File: src/rtl/i2s_bclk_lrck_gen_if.sv
// Signal bundle between the bit/frame clock generator and its users:
// config in from the factor parser, clocks/strobes/positions out to the serdes.
interface i2s_bclk_lrck_gen_if;
    logic       en;
    logic [4:0] bclk_factor_real;
    logic [4:0] tdm_slots;
    logic       fmt;
    logic       bclk;
    logic       lrck;
    logic       bclk_fall;
    logic       bclk_rise;
    logic [3:0] slot_idx;
    logic [4:0] bit_idx;
    logic       frame_start;

    modport master (
        input  en, bclk_factor_real, tdm_slots, fmt,
        output bclk, lrck, bclk_fall, bclk_rise, slot_idx, bit_idx, frame_start
    );

    modport slave (
        output en, bclk_factor_real, tdm_slots, fmt,
        input  bclk, lrck, bclk_fall, bclk_rise, slot_idx, bit_idx, frame_start
    );
endinterface

File: src/rtl/i2s_bclk_lrck_gen.sv
// I2S/TDM bit clock and frame clock generator with edge strobes and slot/bit
// position counters; config is shadowed and only swapped at frame boundaries.
module i2s_bclk_lrck_gen #(
    parameter int SLOT_WIDTH = 32
) (
    input  logic                  clk,
    input  logic                  rst_n,
    i2s_bclk_lrck_gen_if.master   bus
);
    localparam logic [4:0] BIT_LAST = 5'(SLOT_WIDTH - 1);

    typedef struct packed {
        logic [4:0] f;
        logic [4:0] n;
        logic       fmt;
    } cfg_t;

    cfg_t       cfg_in, cfg_q;
    logic       run_q;
    logic [4:0] div_cnt;
    logic       bclk_q, lrck_q, fall_q, rise_q, frame_q;
    logic [3:0] slot_q, slot_nx;
    logic [4:0] bit_q, bit_nx;
    logic [4:0] half, slot_p1;
    logic       tc, fall_ev, rise_ev, lrck_nx, frame_nx;

    always_comb begin
        cfg_in.f   = (bus.bclk_factor_real == 5'd0) ? 5'd1 : bus.bclk_factor_real;
        cfg_in.n   = (bus.tdm_slots < 5'd3)  ? 5'd2  :
                     (bus.tdm_slots > 5'd16) ? 5'd16 : bus.tdm_slots;
        cfg_in.fmt = bus.fmt;
    end

    // First enabled edge only arms the divider, so the first fall lands F edges later.
    assign tc      = run_q && (div_cnt == cfg_q.f - 5'd1);
    assign fall_ev = tc && bclk_q;
    assign rise_ev = tc && !bclk_q;

    always_comb begin
        bit_nx  = (bit_q == BIT_LAST) ? 5'd0 : bit_q + 5'd1;
        slot_nx = slot_q;
        if (bit_q == BIT_LAST)
            slot_nx = ({1'b0, slot_q} == cfg_q.n - 5'd1) ? 4'd0 : slot_q + 4'd1;
        frame_nx = (bit_nx == 5'd0) && (slot_nx == 4'd0);
        half     = cfg_q.n >> 1;
        slot_p1  = {1'b0, slot_nx} + 5'd1;
        // I2S word select leads the data by one bit: on the last bit, look at the next slot.
        if (cfg_q.fmt)
            lrck_nx = ({1'b0, slot_nx} == cfg_q.n - 5'd1) && (bit_nx == BIT_LAST);
        else if (bit_nx == BIT_LAST)
            lrck_nx = (slot_p1 >= half) && (slot_p1 < cfg_q.n);
        else
            lrck_nx = ({1'b0, slot_nx} >= half);
    end

    always_ff @(posedge clk) begin
        if (!rst_n || !bus.en) begin
            run_q   <= 1'b0;
            div_cnt <= '0;
            bclk_q  <= 1'b1;
            lrck_q  <= 1'b0;
            fall_q  <= 1'b0;
            rise_q  <= 1'b0;
            frame_q <= 1'b0;
            slot_q  <= 4'(cfg_in.n - 5'd1);
            bit_q   <= BIT_LAST;
            cfg_q   <= cfg_in;
        end else begin
            run_q   <= 1'b1;
            fall_q  <= fall_ev;
            rise_q  <= rise_ev;
            frame_q <= fall_ev && frame_nx;
            if (tc) begin
                div_cnt <= '0;
                bclk_q  <= ~bclk_q;
            end else if (run_q) begin
                div_cnt <= div_cnt + 5'd1;
            end
            if (fall_ev) begin
                bit_q  <= bit_nx;
                slot_q <= slot_nx;
                lrck_q <= lrck_nx;
                if (frame_nx)
                    cfg_q <= cfg_in;
            end
        end
    end

    assign bus.bclk        = bclk_q;
    assign bus.lrck        = lrck_q;
    assign bus.bclk_fall   = fall_q;
    assign bus.bclk_rise   = rise_q;
    assign bus.slot_idx    = slot_q;
    assign bus.bit_idx     = bit_q;
    assign bus.frame_start = frame_q;
endmodule

File: src/flat_wrapper.sv
// flat-port wrapper written by rule: the top's interface ports become plain ports
module i2s_bclk_lrck_gen_flat 
#(
    parameter int SLOT_WIDTH = 32
)
  (clk, rst_n, bus_en, bus_bclk_factor_real, bus_tdm_slots, bus_fmt, bus_bclk, bus_lrck, bus_bclk_fall, bus_bclk_rise, bus_slot_idx, bus_bit_idx, bus_frame_start);
  i2s_bclk_lrck_gen_if bus_i ();
  input  logic clk;
  input  logic rst_n;
  input wire logic [$bits(bus_i.en)-1:0] bus_en;
  input wire logic [$bits(bus_i.bclk_factor_real)-1:0] bus_bclk_factor_real;
  input wire logic [$bits(bus_i.tdm_slots)-1:0] bus_tdm_slots;
  input wire logic [$bits(bus_i.fmt)-1:0] bus_fmt;
  output wire logic [$bits(bus_i.bclk)-1:0] bus_bclk;
  output wire logic [$bits(bus_i.lrck)-1:0] bus_lrck;
  output wire logic [$bits(bus_i.bclk_fall)-1:0] bus_bclk_fall;
  output wire logic [$bits(bus_i.bclk_rise)-1:0] bus_bclk_rise;
  output wire logic [$bits(bus_i.slot_idx)-1:0] bus_slot_idx;
  output wire logic [$bits(bus_i.bit_idx)-1:0] bus_bit_idx;
  output wire logic [$bits(bus_i.frame_start)-1:0] bus_frame_start;
  assign bus_i.en = bus_en;
  assign bus_i.bclk_factor_real = bus_bclk_factor_real;
  assign bus_i.tdm_slots = bus_tdm_slots;
  assign bus_i.fmt = bus_fmt;
  assign bus_bclk = bus_i.bclk;
  assign bus_lrck = bus_i.lrck;
  assign bus_bclk_fall = bus_i.bclk_fall;
  assign bus_bclk_rise = bus_i.bclk_rise;
  assign bus_slot_idx = bus_i.slot_idx;
  assign bus_bit_idx = bus_i.bit_idx;
  assign bus_frame_start = bus_i.frame_start;
  i2s_bclk_lrck_gen #(.SLOT_WIDTH(SLOT_WIDTH)) u_core (.clk(clk), .rst_n(rst_n), .bus(bus_i));
endmodule
File: config.mk
export PLATFORM = sky130hd
export DESIGN_NAME = i2s_bclk_lrck_gen_flat
export DESIGN_NICKNAME = d
export VERILOG_FILES = /design/src/rtl/i2s_bclk_lrck_gen_if.sv /design/src/rtl/i2s_bclk_lrck_gen.sv /design/src/flat_wrapper.sv
export SDC_FILE = /design/constraint.sdc
export NUM_CORES = 1
export LEC_CHECK = 0
export CAP_MARGIN = 10
export CORE_MARGIN = 4
export CORE_UTILIZATION = 35
export CTS_BUF_LIST = sky130_fd_sc_hd__clkbuf_4 sky130_fd_sc_hd__clkbuf_8
export CTS_CLUSTER_SIZE = 10
export DETAILED_ROUTE_END_ITERATION = 8
export PLACE_DENSITY = 0.69
export SLEW_MARGIN = 0
export SYNTH_ARGS = -nofsm -noshare
export SYNTH_HDL_FRONTEND = slang
export SYNTH_SLANG_ARGS = --single-unit
export TNS_END_PERCENT = 100
File: constraint.sdc
create_clock -name clk -period 3.16 [get_ports clk]
set_input_delay 0.474 -clock clk [delete_from_list [all_inputs] [get_ports clk]]
set_output_delay 0.474 -clock clk [all_outputs]
set_load 0.02 [all_outputs]
==> impl_metrics.tcl, run 1 <==
set metrics [dict create \
    finClkSkew_ns 0.0163 \
    setup-violations-final 0 \
    dpl.hpwl_um 3480 \
    antenna_found_initial 0 \
    min_period_over_period 0.942 \
    max_slew.worst_pin.slew_ns 0.499 \
    finalMaxSlewViolations 0 \
    drv_cap 0 \
    ys_top_cells_by_count "ha_1, inv_1, nor2_1" \
    synthMostInstantiatedCell "ha_1" \
    grt_pass1_wl_um 7670 \
    io_buffers 27 \
    syn_area_per_cell_um2 9.83 \
    final_util 0.476 \
    start_util 0.369 \
    worst_ep_required_time_ns 3.37 \
    nets 285 \
    use_met2 0.216 \
    clk_latency_ns 0.29 \
    hold_depth 2 \
    yosys_warnings 0 \
    syn-cell-area_um2 2080 \
    max_freq_mhz 336 \
    multiInputGateArea_um2 1280 \
    worst_slack_ns 0.183 \
    hold_viol 0 \
    grt_max_degree 12 \
    slew_headroom 0.666 \
    synth_edf_count 15 \
    holdBufCountCts 0 \
    post-place-ws_ns 0.0476 \
    synth.area.top_cells "edfxtp_1, dfxtp_1, ha_1" \
    ant_nets 0 \
    crit_arrival_ns 3.19 \
    route.detailed.drc 0 \
    vias 1626 \
    synth_top_area_frac 0.216 \
    hold_path_class "reg -> reg" \
    worstSetupPathType "reg -> reg" \
    fillers 532 \
    reg2reg_depth 13 \
    yosysTopAreaCell "edfxtp_1" \
    syn_inst 212 \
    clockBufferDepth 2 \
    cts_root_buf "clkbuf_8" \
    grt_pass1_vias 1731 \
    vdd_drop_max_mv 0.277 \
    async_flop_share 0 \
    ys_types 49 \
    cp_max_fo 6 \
    via_per_inst 5.05 \
    clock_sink_count 31 \
    initialDrtViolationCount 70 \
    syn_nets 248 \
    fp.dieH_um 85.2 \
    finalNonFillerCells 322 \
    wl_per_cell_um 14.0 \
    die_x_um 85.2 \
    gp_congestion 0.868 \
    status "finished, final reports clean" \
    dpl.cell_count 311 \
    seq_area_um2 774 \
    grt_use_total 0.130 \
    hold_ws_ns 0.500 \
    wl_um 4520 \
    ys_seq_area_frac 0.370 \
    insertedDiodeCount 0 \
    drive_above_1_share 0.176 \
    grt.overflow.total 0 \
    use_met3 0.0359 \
    core_um2 5640 \
    rows 27 \
    leakage_nw 1.09 \
    htree_levels 2 \
    yosys_register_bits 31 \
    gr-usage-met1 0.157 \
    grt.busiest_layer "met2" \
    dr.pass1.iters 4 \
    numCtsBuffers 5 \
    yosys_most_used_dff "dfxtp_1" \
    areaGrowthSynthToFinish_pct 28.8 \
    startpoint_type "flop" \
    dieArea_um2 7250 \
    layout_min_cycle_time_ns 2.98 \
    clk_pin_slew_ns 0.08 \
    setup.worst_path.end_class "flop" \
    ios 28 \
    power.density_nw_per_um2 475 \
    cts_tree "done" \
]
-- cell usage in the layout (no fill, tap or decap), types with 2 or more instances in the layout --
cell type | synthesis | routed
ha_4 | 0 | 2
ha_1 | 22 | 19
nor3_1 | 4 | 3
o41ai_1 | 2 | 2
nand4_1 | 6 | 6
o21ai_0 | 5 | 5
clkbuf_8 | 0 | 7
xor2_1 | 14 | 13
a2bb2oi_1 | 3 | 3
nor2b_1 | 3 | 3
nor2_1 | 18 | 18
nand2b_1 | 3 | 3
nand3_1 | 3 | 3
mux2_2 | 2 | 2
xnor2_2 | 2 | 4
edfxtp_1 | 15 | 15
and2_4 | 0 | 2
xnor2_1 | 10 | 8
a21oi_1 | 8 | 8
a41o_1 | 2 | 2
nand2_1 | 10 | 10
inv_1 | 19 | 19
o211ai_1 | 3 | 3
dfxtp_1 | 16 | 15
buf_4 | 0 | 9
nor3b_2 | 1 | 2
nor3b_1 | 4 | 3
or2_2 | 2 | 2
clkdlybuf4s50_1 | 0 | 27
and3_1 | 4 | 4
-- sequential cells by signal (all words and copies together), names as in the netlist --
name                    count
u_core.bus.bclk             1
u_core.bus.bclk_fall        1
u_core.bus.bclk_rise        1
u_core.bus.bit_idx          5
u_core.bus.frame_start      1
u_core.bus.lrck             1
u_core.bus.slot_idx         4
u_core.cfg_q               11
u_core.div_cnt              5
u_core.run_q                1
-- what timing repair did --
item,4_1_cts,5_1_grt
buffers inserted,0,3
endpoints found under the setup margin,0,12
gates resized for setup,0,16
-- path summary, 6_finish.rpt --
path                                            start              end  slack (ns)
worst max-delay path            u_core.bus.bit_idx[0]  u_core.bus.lrck        0.18
worst min-delay path                  u_core.bus.lrck  u_core.bus.lrck        0.50
worst max register to register  u_core.bus.bit_idx[0]  u_core.bus.lrck        0.18
worst min register to register        u_core.bus.lrck  u_core.bus.lrck        0.50
-- critical path: stages (launching register included) --
cell and delay [ns]:
dfxtp_4 0.39, ha_4 0.16, and3_1 0.16, ha_2 0.20, mux2_2 0.37, and2_4 0.19
ha_1 0.32, ha_1 0.28, nor2b_1 0.13, o21ai_0 0.15, a21oi_1 0.08, o41ai_1 0.24
o211ai_1 0.14, o211ai_1 0.10
-- metrics by stage --
step / total power, mW / setup TNS [ns] / instance area, µm²
2_1_floorplan: 0.765 / 0 / 2090
3_3_place_gp: 0.885 / 0 / 2480
3_5_place_dp: 0.894 / 0 / 2480
4_1_cts: 1.26 / 0 / 2590
5_1_grt: 1.36 / -0.0131 / 2680
6_report: 1.28 / 0 / 2680
-- layer usage --
metal | vias to the layer above | part of all wire
met4 | 0 | 0.027
met5 | - | 0
met1 | 741 | 0.44
met3 | 13 | 0.046
li1 | 828 | -
met2 | 44 | 0.48
-- cell type report --
class	instances	area share
Timing Repair Buffer	37	0.133
Inverter	21	0.0294
Multi-Input combinational cell	153	0.476
Sequential cell	31	0.289
Clock buffer	8	0.0387
Tap cell	72	0.0336
-- power breakdown --
part	internal [mW]	switching (mW)	leakage, nW
sequential	0.444	0.0252	0.282
combinational	0.222	0.228	0.755
clock	0.207	0.148	0.0549
-- kinds of logic (layout without fill, tap and decap cells) --
logic type / count (synthesis) / after routing / synth area share
compound gates: 33 / 33 / 0.116
fa+ha+maj: 22 / 22 / 0.132
xor+xnor: 28 / 28 / 0.138
flops: 31 / 31 / 0.370
buf+inv: 28 / 66 / 0.0516
simple gates: 67 / 67 / 0.177
mux: 3 / 3 / 0.0156
No activity file was read; power rests on OpenSTA's default activity.
==> inputs of run 2 (changes only) <==
==> constraint.sdc (replaced) <==
create_clock -name clk -period 3.16 [get_ports clk]
set_input_delay 0.316 -clock clk [delete_from_list [all_inputs] [get_ports clk]]
set_output_delay 0.316 -clock clk [all_outputs]
set_load 0.02 [all_outputs]
==> results of run 2 <==
Same layout as run 1: the final DEF is identical, and so are final timing and power.
==> inputs of run 3 (changes only) <==
--- a/config.mk
+++ b/config.mk
@@ -11,7 +11,7 @@
 export CTS_BUF_LIST = sky130_fd_sc_hd__clkbuf_4 sky130_fd_sc_hd__clkbuf_8
 export CTS_CLUSTER_SIZE = 10
 export DETAILED_ROUTE_END_ITERATION = 8
-export PLACE_DENSITY = 0.69
+export PLACE_DENSITY = 0.53
 export SLEW_MARGIN = 0
 export SYNTH_ARGS = -nofsm -noshare
 export SYNTH_HDL_FRONTEND = slang
==> run 3 against run 2 <==
  * Largest cell class unchanged
  * First-iteration DRC count fell by 11%
  * Total power is 4.1% higher
  * Die area stayed put
  * Final cell count grew 2.2%
  * Worst hold slack about the same
  * Sequential power barely moved
==> impl_metrics.tcl, run 3 (synthesized netlist as in run 1, its figures left out) <==
set metrics [dict create \
    status "finished, final reports clean" \
    clk_latency_ns 0.28 \
    clockBufferDepth 2 \
    dr.pass1.iters 4 \
    post-place-ws_ns 0.0414 \
    areaGrowthSynthToFinish_pct 29.6 \
    power.density_nw_per_um2 492 \
    via_per_inst 4.91 \
    min_period_over_period 0.951 \
    dpl.hpwl_um 3600 \
    drv_cap 0 \
    worst_ep_required_time_ns 3.37 \
    max_freq_mhz 333 \
    wl_met3_um 178 \
    worstSetupPathType "reg -> reg" \
    hold_viol 0 \
    rsz0062_at_grt "false" \
    insertedDiodeCount 0 \
    grt_pass1_vias 1560 \
    setup-violations-final 0 \
    worst_slack_ns 0.155 \
    grt_max_degree 12 \
    crit_path_top_delay_cell "dfxtp_2" \
    top_layer "met4" \
    cp_max_fo 6 \
    die_x_um 85.2 \
    crit_arrival_ns 3.21 \
    crit_start "u_core.bus.bit_idx[0]" \
    slew_headroom 0.684 \
    slowest_delay_ns 0.40 \
    drive_above_1_share 0.167 \
    post_cts.repair.setup_buffers 0 \
    ios 28 \
    hold_path_class "reg -> reg" \
    wl_met2_um 2110 \
    top_register "u_core.cfg_q" \
    finalMaxSlewViolations 0 \
    sequentialPowerShare 0.352 \
    final_common_cell "clkdlybuf4s50_1" \
    p_clk_frac 0.305 \
    finClkSkew_ns 0.00614 \
    antenna_found_initial 0 \
    core_um2 5640 \
    combinationalPowerShare 0.342 \
    gp_congestion 0.809 \
    nets 292 \
    grt_use_total 0.128 \
    setup.worst_path.end_class "flop" \
    initialDrtViolationCount 62 \
    fp.dieH_um 85.2 \
    grt_pass1_wl_um 7340 \
    rrSetupSlack_ns 0.15 \
    vias 1615 \
    final_cell_mix "clkdlybuf4s50_1, ha_1, inv_1" \
    htree_levels 2 \
    r2r-start "u_core.bus.bit_idx[0]" \
    wl_per_cell_um 13.9 \
    vdd_drop_max_mv 0.227 \
    layout_min_cycle_time_ns 3.01 \
    clk_pin_slew_ns 0.07 \
    route.detailed.drc 0 \
    rows 27 \
    m1WireLength_um 2220 \
    largest_register_ffs 11 \
    setup_tns_ns 0 \
    start_util 0.369 \
    cts_tree "done" \
    io_buffers 27 \
    p_int_uw 925 \
    clock_sink_count 31 \
    ant_nets 0 \
    leakage_nw 1.11 \
    min_from "u_core.bus.lrck" \
    max_slew.worst_pin.slew_ns 0.473 \
    cts_root_buf "clkbuf_8" \
    startpoint_type "flop" \
    dieArea_um2 7250 \
    grt.overflow.total 0 \
    cp_cell_sequence "ha_4, and3_1, ha_4, mux2_2, and2_1, ha_1, ha_1, nor2b_1, o21ai_0, a21oi_1, o41ai_1, o211ai_1, o211ai_1" \
    numCtsBuffers 5 \
    power.share.switching 0.303 \
    p_sw_uw 403 \
    wl_um 4570 \
]
## run 3: what timing repair did
item / CTS / global route
resized for setup: 0 / 5
setup endpoints to repair: 0 / 12
hold buffers: 0 / 0
## run 3: path summary, 6_finish.rpt
kind / end / cells past startpoint
setup reg to reg: u_core.bus.lrck / 13
hold / removal: u_core.bus.lrck / 2
hold reg to reg: u_core.bus.lrck / 2
setup / recovery: u_core.bus.lrck / 13
## run 3: per-layer routing
layer  vias to the layer above  GRT usage
met2                        29      0.211
met1                       743      0.165
met4                         0     0.0432
met5                         -          0
met3                         6     0.0301
li1                        837          -
## run 3: cell type report
class,instances,area [µm²]
Clock buffer,7,83.8
Clock inverter,1,30.0
Fill cell,523,2940
Inverter,21,78.8
Multi-Input combinational cell,153,1240
Sequential cell,31,772
Tap cell,72,90.1
Timing Repair Buffer,44,410
## run 3: critical path: cells and delay by family (launching register included)
kind                     cells  cell delay (ns)
AO/OA/AOI/OAI                5             0.73
adder cells (fa/ha/maj)      4             0.94
flip-flops                   1             0.40
multiplexers                 1             0.36
AND/OR/NAND/NOR              3             0.50
## run 3: per-stage QoR
step / instances / area (µm²) / util / power, mW / hold slack (ns)
after global routing: 329 / 2700 / 0.479 / 1.41 / 0.528
final: 329 / 2700 / 0.479 / 1.33 / 0.501
after global placement: 321 / 2560 / 0.453 / 0.929 / 0.492
after detailed placement: 321 / 2560 / 0.453 / 0.925 / 0.488
after floorplan: 212 / 2090 / - / 0.765 / 0.415
after CTS: 329 / 2670 / 0.473 / 1.33 / 0.499
## run 3: power groups by stage
stage,combinational (mW),sequential (mW),clock [mW]
2_1_floorplan,0.284,0.480,0
3_3_place_gp,0.452,0.477,0
3_5_place_dp,0.448,0.476,0
4_1_cts,0.454,0.468,0.413
5_1_grt,0.508,0.471,0.426
6_report,0.455,0.468,0.405
